File: src/rtl/fp_norm_pkg.sv
// Shared types and constants for the fp_normalizer post-add normalization stage.
package fp_norm_pkg;

  localparam int MANT_W = 16;

  typedef enum logic [1:0] {IDLE, PREP, SHIFT, DONE} state_t;

  // Largest exponent code; reserved for infinity/overflow.
  function automatic int exp_max(input int exp_w);
    return (1 << exp_w) - 1;
  endfunction

endpackage

File: src/rtl/fp_lzc16.sv
// Combinational 16-bit leading-zero counter; returns 16 for an all-zero input.
module fp_lzc16 (
  input  logic [15:0] d,
  output logic [4:0]  cnt
);

  // Scan upward so the highest set bit is the last assignment to win.
  always_comb begin
    cnt = 5'd16;
    for (int i = 0; i < 16; i++) begin
      if (d[i]) cnt = 5'(15 - i);
    end
  end

endmodule

File: src/rtl/fp_normalizer.sv
// Post-add normalizer: one left shift per cycle, or single-cycle shift when
// FP_NORM_FAST_EN is defined (leading-zero count in PREP).
module fp_normalizer
  import fp_norm_pkg::*;
#(
  parameter int EXP_W = 5
) (
  input  logic              clk,
  input  logic              rst_n,
  input  logic              in_valid,
  output logic              in_ready,
  input  logic [15:0]       mant_in,
  input  logic              carry_in,
  input  logic              neg_in,
  input  logic              sign_in,
  input  logic [EXP_W-1:0]  exp_in,
  output logic              out_valid,
  input  logic              out_ready,
  output logic [15:0]       mant_out,
  output logic [EXP_W-1:0]  exp_out,
  output logic              sign_out,
  output logic              zero_out,
  output logic              ovf_out,
  output logic              udf_out
);

  localparam int EMAX_I = exp_max(EXP_W);

  state_t             state, state_n;
  logic [MANT_W-1:0]  m_r, m_n, m_abs, m_shl;
  logic [EXP_W-1:0]   e_r, e_n, e_dec;
  logic [EXP_W:0]     e_inc;
  logic               sign_r, sign_n, zero_r, zero_n, ovf_r, ovf_n, udf_r, udf_n;
  logic               carry_r, carry_n, neg_r, neg_n;

  assign m_abs = neg_r ? (~m_r + 16'd1) : m_r;
  assign m_shl = {m_r[MANT_W-2:0], 1'b0};
  assign e_inc = {1'b0, e_r} + {{EXP_W{1'b0}}, 1'b1};
  assign e_dec = e_r - {{(EXP_W-1){1'b0}}, 1'b1};

`ifdef FP_NORM_FAST_EN
  logic [4:0]        lz;
  int                shamt;
  logic [MANT_W-1:0] m_fast;

  fp_lzc16 u_lzc (.d(m_abs), .cnt(lz));

  // Shift is capped by the exponent so a denormal stops at e == 0.
  always_comb begin
    shamt  = (int'(lz) < int'(e_r)) ? int'(lz) : int'(e_r);
    m_fast = m_abs << shamt;
  end
`endif

  always_comb begin
    state_n = state;
    m_n     = m_r;
    e_n     = e_r;
    sign_n  = sign_r;
    zero_n  = zero_r;
    ovf_n   = ovf_r;
    udf_n   = udf_r;
    carry_n = carry_r;
    neg_n   = neg_r;
    case (state)
      IDLE: begin
        if (in_valid) begin
          m_n     = mant_in;
          e_n     = exp_in;
          sign_n  = sign_in;
          carry_n = carry_in;
          neg_n   = neg_in;
          zero_n  = 1'b0;
          ovf_n   = 1'b0;
          udf_n   = 1'b0;
          state_n = PREP;
        end
      end
      PREP: begin
        sign_n  = neg_r ? ~sign_r : sign_r;
        state_n = DONE;
        if (!neg_r && carry_r) begin
          m_n = {1'b1, m_r[MANT_W-1:1]};
          e_n = e_inc[EXP_W-1:0];
          if (int'(e_inc) >= EMAX_I) begin
            ovf_n = 1'b1;
            e_n   = EXP_W'(EMAX_I);
            m_n   = '0;
          end
        end else if (m_abs == '0) begin
          m_n    = '0;
          e_n    = '0;
          zero_n = 1'b1;
          sign_n = 1'b0;
        end else begin
`ifdef FP_NORM_FAST_EN
          m_n   = m_fast;
          e_n   = e_r - EXP_W'(shamt);
          udf_n = ~m_fast[MANT_W-1];
`else
          m_n = m_abs;
          if (!m_abs[MANT_W-1]) begin
            if (e_r == '0) udf_n = 1'b1;
            else           state_n = SHIFT;
          end
`endif
        end
      end
      SHIFT: begin
        m_n = m_shl;
        e_n = e_dec;
        if (m_shl[MANT_W-1]) begin
          state_n = DONE;
        end else if (e_dec == '0) begin
          udf_n   = 1'b1;
          state_n = DONE;
        end
      end
      DONE: begin
        if (out_ready) state_n = IDLE;
      end
      default: state_n = IDLE;
    endcase
  end

  always_ff @(posedge clk or negedge rst_n) begin
    if (!rst_n) begin
      state   <= IDLE;
      m_r     <= '0;
      e_r     <= '0;
      sign_r  <= 1'b0;
      zero_r  <= 1'b0;
      ovf_r   <= 1'b0;
      udf_r   <= 1'b0;
      carry_r <= 1'b0;
      neg_r   <= 1'b0;
    end else begin
      state   <= state_n;
      m_r     <= m_n;
      e_r     <= e_n;
      sign_r  <= sign_n;
      zero_r  <= zero_n;
      ovf_r   <= ovf_n;
      udf_r   <= udf_n;
      carry_r <= carry_n;
      neg_r   <= neg_n;
    end
  end

  assign in_ready  = (state == IDLE);
  assign out_valid = (state == DONE);
  assign mant_out  = m_r;
  assign exp_out   = e_r;
  assign sign_out  = sign_r;
  assign zero_out  = zero_r;
  assign ovf_out   = ovf_r;
  assign udf_out   = udf_r;

endmodule

File: config.mk
export PLATFORM = sky130hd
export DESIGN_NAME = fp_normalizer
export DESIGN_NICKNAME = d
export VERILOG_FILES = /design/src/rtl/fp_norm_pkg.sv /design/src/rtl/fp_lzc16.sv /design/src/rtl/fp_normalizer.sv
export SDC_FILE = /design/constraint.sdc
export NUM_CORES = 1
export LEC_CHECK = 0
export CAP_MARGIN = 20
export CORE_MARGIN = 2
export CORE_UTILIZATION = 53
export DETAILED_ROUTE_END_ITERATION = 10
export PLACE_DENSITY_LB_ADDON = 0.05
export SETUP_SLACK_MARGIN = 0.5
export SLEW_MARGIN = 20
export SYNTH_ARGS = -nofsm -noshare
export SYNTH_HDL_FRONTEND = slang
export SYNTH_SLANG_ARGS = --single-unit
File: constraint.sdc
create_clock -name clk -period 3.6 [get_ports clk]
set_input_delay 0.36 -clock clk [delete_from_list [all_inputs] [get_ports clk]]
set_output_delay 0.36 -clock clk [all_outputs]
set_load 0.01 [all_outputs]
# Word-level counts from Yosys, hierarchy flattened
# Index checks and enable logic that the tools add are counted.
[classes]
n_lt_le_gt_ge = 1
n_reduce_logical = 16
n_bitwise = 2
n_eq_ne = 16
muxes = 39
addsub = 3
[op_table]
columns = ["cell", "count"]
rows = [
  ["$mux 16", 5],
  ["$pmux 16 s3", 1],
  ["$mux 5", 4],
  ["$ne 2x2->1 const B", 10],
  ["$mux 1", 19],
  ["$add 16x1->16 const B", 1],
  ["$logic_not 16->1", 1],
  ["$not 16->16", 1],
  ["$pmux 5 s3", 1],
  ["$logic_not 5->1", 2],
  ["$mux 2", 4],
  ["$pmux 2 s4", 1],
  ["$reduce_and 4->1", 2],
  ["$reduce_and 8->1", 1],
  ["$add 5x1->6 const B", 1],
  ["$ge 6x5->1 const B", 1],
  ["$ne 3x3->1 const B", 2],
  ["$pmux 1 s2", 3],
  ["$reduce_and 2->1", 3],
  ["$reduce_and 3->1", 2],
  ["$sub 5x1->5 const B", 1],
  ["$eq 2x2->1 const B", 2],
  ["$pmux 1 s3", 1],
  ["$reduce_bool 3->1", 1],
  ["other kinds (7)", 7],
]
[word_totals]
in_bits = 28
register_bits = 29
word_cells = 86

# Depth between registers and ports, before layout
# Gate-level depths: netlist (run 1).
[logic_depth]
ltp_word = 7
ltp_mapped = 10
depth_no_buf = 9

# Worst setup path after synthesis (run 1)
# OpenSTA, ideal clock, no wires.
[synth_path]
path_type = "register to register"
startpoint = "reg m_r[6], in the netlist mant_out[6]"
endpoint = "reg e_r[0], in the netlist exp_out[0]"
setup_slack_ns = 0.662
n_path_buf = 2
stages_incl_launch_ff = 10
synth_period_minus_slack_ns = 2.938
arrival_ns = 2.813
path_cell_list = "dfrtp_1 -> buf_6 -> or4_4 -> buf_6 -> or4b_4 -> a21oi_2 -> o2111ai_2 -> o311ai_4 -> o311ai_4 -> mux2_4"
[synth_via]
elab_chain_len = 6
[synth_lines]
columns = ["item", "line_no", "text"]
rows = [
  ["start: declaration", "fp_normalizer.sv:30", "logic [MANT_W-1:0] m_r, m_n, m_abs, m_shl;"],
  ["start signal: assignment", "fp_normalizer.sv:139", "m_r <= m_n;"],
  ["$not 16->16", "fp_normalizer.sv:36", "assign m_abs = neg_r ? (~m_r + 16'd1) : m_r;"],
  ["$add 16x1->16", "fp_normalizer.sv:36", ""],
  ["$mux 16 (*)", "fp_normalizer.sv:36", ""],
  ["$logic_not 16->1 (*)", "fp_normalizer.sv:90", "end else if (m_abs == '0) begin"],
  ["$ne 3x3->1 (no line) (*)", "n/a", ""],
  ["$reduce_and 3->1 (no line) (*)", "n/a", ""],
  ["end signal: assignment", "fp_normalizer.sv:140", "e_r <= e_n;"],
  ["end: declaration", "fp_normalizer.sv:31", "logic [EXP_W-1:0] e_r, e_n, e_dec;"],
]
# Mark *: on every way between the ends. The rest lies on a longest branch, timed or not.
# A chain may end at the register's enable or synchronous reset.

# Worst setup path in the final report (run 1)
[layout_path]
startpoint = "reg m_r[6], in the netlist mant_out[6]"
endpoint = "reg e_r[3], in the netlist exp_out[3]"
# The elaborated chain is that of the path after synthesis.

==> key figures, run 1 <==
Status
  – Status: complete, no violations

Synthesis
  – Primary FF master, synth: dfrtp_1
  – Synthesized net count: 391
  – Flip-flop and latch count after synthesis: 29
  – Cell area after synthesis: 0.00275 sq mm
  – EDFF count, synth: 0
  – Synth cell types: 57
  – Mapped Cells: ~350
  – Synth top area share: between 20% and 30%
  – Syn avg cell area: 7.75 sq um
  – Post-synthesis sequential area ratio: 26.4%
  – Async S/R FF share, synth: 100%
  – Synth warn: 0
  – Top post-synthesis cells by area: dfrtp_1 (26%), a21oi_1 (6.6%), o21ai_0 (5.5%)
  – Post-synth top area cell: dfrtp_1

Drt
  – Final WL: ~7.5 mm
  – Via count: 2799
  – WL/cell: about 16 um
  – DRC viols: 0
  – DR iter-0 viols: 204
  – Via-to-Cell Ratio: 6.08
  – ANT nets after route: 0
  – First drt pass iteration count: 5

Timing
  – Slew Limit Headroom: 55.9%
  – Final setup violation count: 0
  – RSZ-0062 raised after global routing: true
  – Worst setup margin: 0.613 ns
  – Period Utilization, post-route: around 83%
  – Max Fclk: 335 MHz
  – Final Skew: 0.00741 ns
  – Setup tns final: 0 ns
  – Worst slew pin tran: 0.658 ns
  – Final slew viol count: 0
  – Min Tclk post-route: about 3.0 ns
  – Final Hold Fails: 0

Global routing
  – First-pass GRT wire length: approximately 12 mm
  – Number of global-route vias before repair: 2414
  – Initial antenna violation count: 0
  – Pin count of the biggest net entering global routing: 44
  – Grt ovf: 0
  – All-Layer GR Usage: 26.3%

Place
  – Post-DP HPWL: 5.11 mm
  – Pre-CTS setup slack: 0.526 ns
  – Port Buffers: between 50 and 60
  – GPL Wtd Cong: 0.874

Clock tree
  – CTS tree: done
  – CTS buffer count: 5
  – Clock Latency Late Sink: approximately 0.29 ns
  – Root Buffer: clkbuf_8
  – Clock slew at reported path FFs: 0.07 ns
  – Bufs on Longest Clock Path: 2
  – H-tree levels: 2
  – # clock sinks: 29

Die
  – Width of the chip: 76.0 um
  – Placeable core area: 0.00504 sq mm
  – Chip Height: 76.0 um
  – Rows: 26
  – Starting density of the core: between 50 and 60%
  – I/O pins: 55
  – Total Die Area: 0.00577 sq mm

Final layout
  – Final nets: 426
  – Layout cells sized above 1: 10.8%
  – Commonest cells after routing, fill and taps aside: clkdlybuf4s50_1 (54), nand2_1 (39), a21oi_1 (36)
  – # diodes: 0
  – Synth-to-Final Area Change: 25.3%
  – Commonest non-fill, non-tap cell in the layout: clkdlybuf4s50_1

Worst setup path
  – Critical Path AT: 3.16 ns
  – Maximum net fanout on the critical path: 10
  – Worst endpoint required time: 3.77 ns
  – Crit end category: flip-flop
  – Startpoint types: flip-flop
  – WS Path Type: flip-flop to flip-flop

Power and ir drop
  – Maximum vdd drop: 0.000563 V
  – Power Dens Cells: approximately 1100 mW/mm^2
  – Lkg Pwr: 1.33 nW

Flow run
  – Max-cap violations: 0

Hold path
  – Hold crit path type: primary input to asynchronous set/reset pin
==> worst max-delay path, stage by stage, from the launching register on <==
cell and delay (ns):
dfrtp_1 0.48, or4_4 0.64, o41ai_2 0.37, xor2_1 0.27, o2111ai_2 0.21, o311ai_4 0.35
o311ai_4 0.21, mux2_4 0.34
==> metal layers <==
| metal | global-route usage (%) | share of wire [%] | wire length [um] |
|---|---|---|---|
| met1 | 37.4 | 46 | 3450 |
| met2 | 41.8 | 46 | 3450 |
| met3 | 4.50 | 7.1 | 535 |
| met4 | 6.73 | 1.1 | 85 |
| met5 | 0 | 0 | 0 |
==> flip-flops by register name, indices dropped and copies added, names as in the netlist <==
name and flops:
neg_r 1, carry_r 1, zero_out 1, udf_out 1, mant_out 16, ovf_out 1
state 2, sign_out 1, exp_out 5
==> path summary, 6_finish.rpt <==
check | startpoint | to | slack, ns | depth (start not counted)
worst max register to register | mant_out[6] | exp_out[3] | 0.61 | 7
worst min register to register | udf_out | udf_out | 0.52 | 1
worst min-delay path | rst_n | mant_out[6] | 0.46 | 2
max in group asynchronous | rst_n | exp_out[4] | 2.85 | 2
worst max-delay path | mant_out[6] | exp_out[3] | 0.61 | 7
min in group clk | udf_out | udf_out | 0.52 | 1
==> cell usage after synthesis (4+ instances only) <==
cell,n
dfrtp_1,29
nor2_1,25
nand2_1,39
o21a_1,4
a31oi_1,8
mux2_2,4
nand3_1,13
xor2_1,7
clkbuf_1,29
or3_1,4
or4_1,4
nand2b_1,6
nor3_1,8
nor2b_1,7
inv_1,12
a311oi_1,4
o311ai_0,4
a21oi_1,36
nand4_1,5
ha_1,9
o211ai_1,5
o21ai_0,30
o221ai_1,5
mux2_4,5
==> cell type report <==
class	count	area, sq um
Clock buffer	5	68.8
Tap cell	70	87.6
Multi-Input combinational cell	278	1840
Inverter	12	45.0
Fill cell	436	1600
Sequential cell	29	726
Timing Repair Buffer	63	608
Clock inverter	3	65.1
==> what timing repair did <==
item                       in CTS  in global routing
setup endpoints to repair       5                  6
hold buffers                    0                  0
resized for setup               1                  4
pin swaps                       0                  0
setup buffers                   0                  0
==> report_power, final <==
| part | internal [mW] | switching (mW) |
|---|---|---|
| Sequential | 0.495 | 0.351 |
| Clock | 0.275 | 0.139 |
| Combinational | 1.11 | 1.31 |
| Total | 1.88 | 1.80 |
==> through the flow <==
stage | std cells | power, mW | hold slack [ns] | util [%] | area [sq um]
floorplan | 354 | 2.53 | 0.0644 | - | 2750
global placement | 452 | 3.19 | 0.490 | 65.3 | 3290
detailed placement | 452 | 3.24 | 0.504 | 65.3 | 3290
CTS | 460 | 3.67 | 0.466 | 68.0 | 3430
global route | 460 | 4.00 | 0.493 | 68.2 | 3440
finish | 460 | 3.68 | 0.459 | 68.2 | 3440
==> cells by family after synthesis <==
group,count (synthesis),share of synthesized area (%)
and+or+nand+nor,125,23.3
muxes,11,5.10
buffers and inverters,47,7.06
DFF,29,26.4
adders and majority gates,9,4.10
xor gates and xnor gates,8,2.55
AOI/OAI and AO/OA,125,31.4
(Power assumes the default switching activity.)
==> run 2: changes to the inputs <==
Settings changed: CORE_UTILIZATION 53 to 48.
Clock period 3.6 ns to 2.5 ns, I/O delays scaled along.
==> run 2 against run 1 <==
Compared with the run above:
- the flow now finishes with violations (negative setup slack)
- core utilization grew 5.0 points
- clock skew is essentially flat
- die area grew 9.9%
==> key figures, run 2 (synthesis results as in run 1) <==
Status
  – Status: finished with violations
  – Violated checks: negative setup slack

Final layout
  – Final nets: 479 (+12%)
  – Register area: 727 sq um (+0.17%)
  – Max FFs per register: 16 (unchanged)
  – # diodes: 0 (unchanged)
  – Area of the multi-input gates: 0.00200 sq mm (+8.6%)
  – Post-Layout Cell Count: 515 (+12%)
  – Commonest non-fill, non-tap cell in the layout: buf_4
  – Commonest cells after routing, fill and taps aside: buf_4 (56), clkdlybuf4s50_1 (53), nand2_1 (39)
  – Layout cells sized above 1: 25.3% (+15 points)
  – Synth-to-Final Area Change: 47.0%
  – # fillers: 415 (-4.8%)

Timing
  – Final Skew: 0.00748 ns (+0.0000707 ns)
  – Max Fclk: 349 MHz (+4.4%)
  – Final Hold Fails: 0 (unchanged)
  – Min Tclk post-route: 2.86 ns (-0.126 ns)
  – Final slew viol count: 0 (unchanged)
  – Worst slew pin tran: 0.621 ns (-0.0371 ns)
  – Slew Limit Headroom: 58.4% (+2.5 points)
  – Period Utilization, post-route: 114% (+31 points)
  – RSZ-0062 raised after global routing: true
  – Worst setup margin: -0.362 ns (-0.974 ns)
  – Final setup violation count: 11 (+11)

Worst setup path
  – WS Path Type: flip-flop to flip-flop
  – Crit end category: flip-flop
  – Maximum net fanout on the critical path: 5 (-5)
  – Startpoint types: flip-flop
  – Worst endpoint required time: 2.67 ns (-1.10 ns)
  – Critical Path AT: 3.03 ns (-0.13 ns)

Global routing
  – Grt met3 use: 4.07% (-0.43 points)
  – Most crowded layer after global routing: met2
  – Number of global-route vias before repair: 2878 (+19%)
  – Met2 usage: 43.7% (+1.9 points)
  – Initial antenna violation count: 0 (unchanged)
  – Pin count of the biggest net entering global routing: 30 (-32%)
  – All-Layer GR Usage: 27.8% (+1.5 points)
  – Grt ovf: 0 (unchanged)
  – Met1 Usage GRT: 39.2% (+1.8 points)
  – First-pass GRT wire length: 13.9 mm (+12%)

Drt
  – ANT nets after route: 0 (unchanged)
  – DRC viols: 0 (unchanged)
  – Via-to-Cell Ratio: 6.03 (-0.82%)
  – WL/cell: 16.8 um (+2.7%)
  – Via count: 3108 (+11%)
  – First drt pass iteration count: 5 (unchanged)
  – DR iter-0 viols: 219 (+7.4%)
  – Final WL: 8.64 mm (+15%)

Die
  – I/O pins: 55 (unchanged)
  – Starting density of the core: 49.9% (-4.6 points)
  – Placeable core area: 0.00551 sq mm (+9.2%)
  – Total Die Area: 0.00634 sq mm (+9.9%)
  – Chip Height: 79.6 um (+4.8%)
  – Rows: 27 (+3.8%)
  – Width of the chip: 79.6 um (+4.8%)

Power and ir drop
  – Switch share: 47.0% (-1.9 points)
  – Maximum vdd drop: 0.000790 V (+40%)
  – Switching power: 2.97 mW (+65%)
  – Pint: 3.35 mW (+78%)
  – Register share of total power: 15.7% (-7.3 points)
  – Power Dens Cells: 1570 mW/mm^2 (+46%)
  – Lkg Pwr: 1.66 nW (+25%)
  – Combinational share of power: 74.9% (+9.1 points)
  – Clock power frac: 9.4% (-1.8 points)

Clock tree
  – CTS Hold Bufs: 0 (unchanged)
  – Clock Latency Late Sink: 0.29 ns (about the same)
  – Bufs on Longest Clock Path: 2 (unchanged)
  – Clock slew at reported path FFs: 0.07 ns (about the same)
  – # clock sinks: 29 (unchanged)
  – Root Buffer: clkbuf_8
  – CTS tree: done
  – CTS buffer count: 5 (unchanged)
  – H-tree levels: 2 (unchanged)

Place
  – GPL Wtd Cong: 0.883 (+1.0%)
  – Port Buffers: 54 (unchanged)
  – Post-DP HPWL: 5.85 mm (+14%)
  – Pre-CTS setup slack: -0.300 ns (-0.826 ns)
  – Cells after DPL: 498 (+10%)

Hold path
  – Hold crit path type: primary input to asynchronous set/reset pin

Flow run
  – Max-cap violations: 0 (unchanged)
[run 2: worst paths after layout]
path	slack (ns)	to	cells past startpoint	from
min	0.36	mant_out[4]	2	rst_n
max	-0.36	exp_out[0]	7	mant_out[6]
min reg2reg	0.52	udf_out	1	udf_out
max in group asynchronous	1.82	mant_out[0]	2	rst_n
min in group clk	0.52	udf_out	1	udf_out
max reg2reg	-0.36	exp_out[0]	7	mant_out[6]
[run 2: stage by stage]
stage | hold slack [ns] | util (%) | power, mW | setup TNS [ns] | cell area [sq um]
global placement | 0.495 | 66.2 | 5.14 | -1.70 | 3640
floorplan | -0.0456 | - | 3.65 | -2.58 | 2750
global route | 0.414 | 73.3 | 6.84 | -3.26 | 4040
CTS | 0.377 | 70.5 | 5.99 | -2.19 | 3880
finish | 0.361 | 73.3 | 6.32 | -2.52 | 4040
detailed placement | 0.504 | 66.2 | 5.21 | -2.17 | 3640
[run 2: worst max-delay path, stage by stage, from the launching register on]
cell and delay [ns]:
dfrtp_1 0.39, or4_4 0.59, or4b_4 0.52, a21oi_4 0.18
o2111ai_4 0.19, o311ai_4 0.32, o311ai_4 0.21, mux2_4 0.34
[run 2: power by group through the flow]
stage          sequential [mW]  combinational (mW)  clock, mW
2_1_floorplan             1.02                2.63          0
6_report                 0.994                4.73      0.596
3_3_place_gp             0.965                4.17          0
4_1_cts                  0.974                4.41      0.601
5_1_grt                   1.03                5.19      0.622
3_5_place_dp             0.974                4.24          0
[run 2: final cells by class]
cell class                      count  area share (%)
Inverter                           12            1.12
Sequential cell                    29            18.0
Timing Repair Buffer              116            25.8
Clock inverter                      3            1.61
Multi-Input combinational cell    278            49.6
Clock buffer                        5            1.71
Tap cell                           72            2.23
[run 2: layer usage]
| metal | share of wire (%) | up-vias |
|---|---|---|
| li1 | - | 1483 |
| met2 | 47 | 149 |
| met1 | 44 | 1464 |
| met5 | 0 | - |
| met4 | 1.4 | 0 |
| met3 | 8.3 | 12 |
[run 2: timing repair]
item	4_1_cts	5_1_grt
endpoints found under the setup margin	26	28
hold endpoints to repair	0	0
pin swaps	5	16
resized for setup	11	29
buffers inserted	5	4
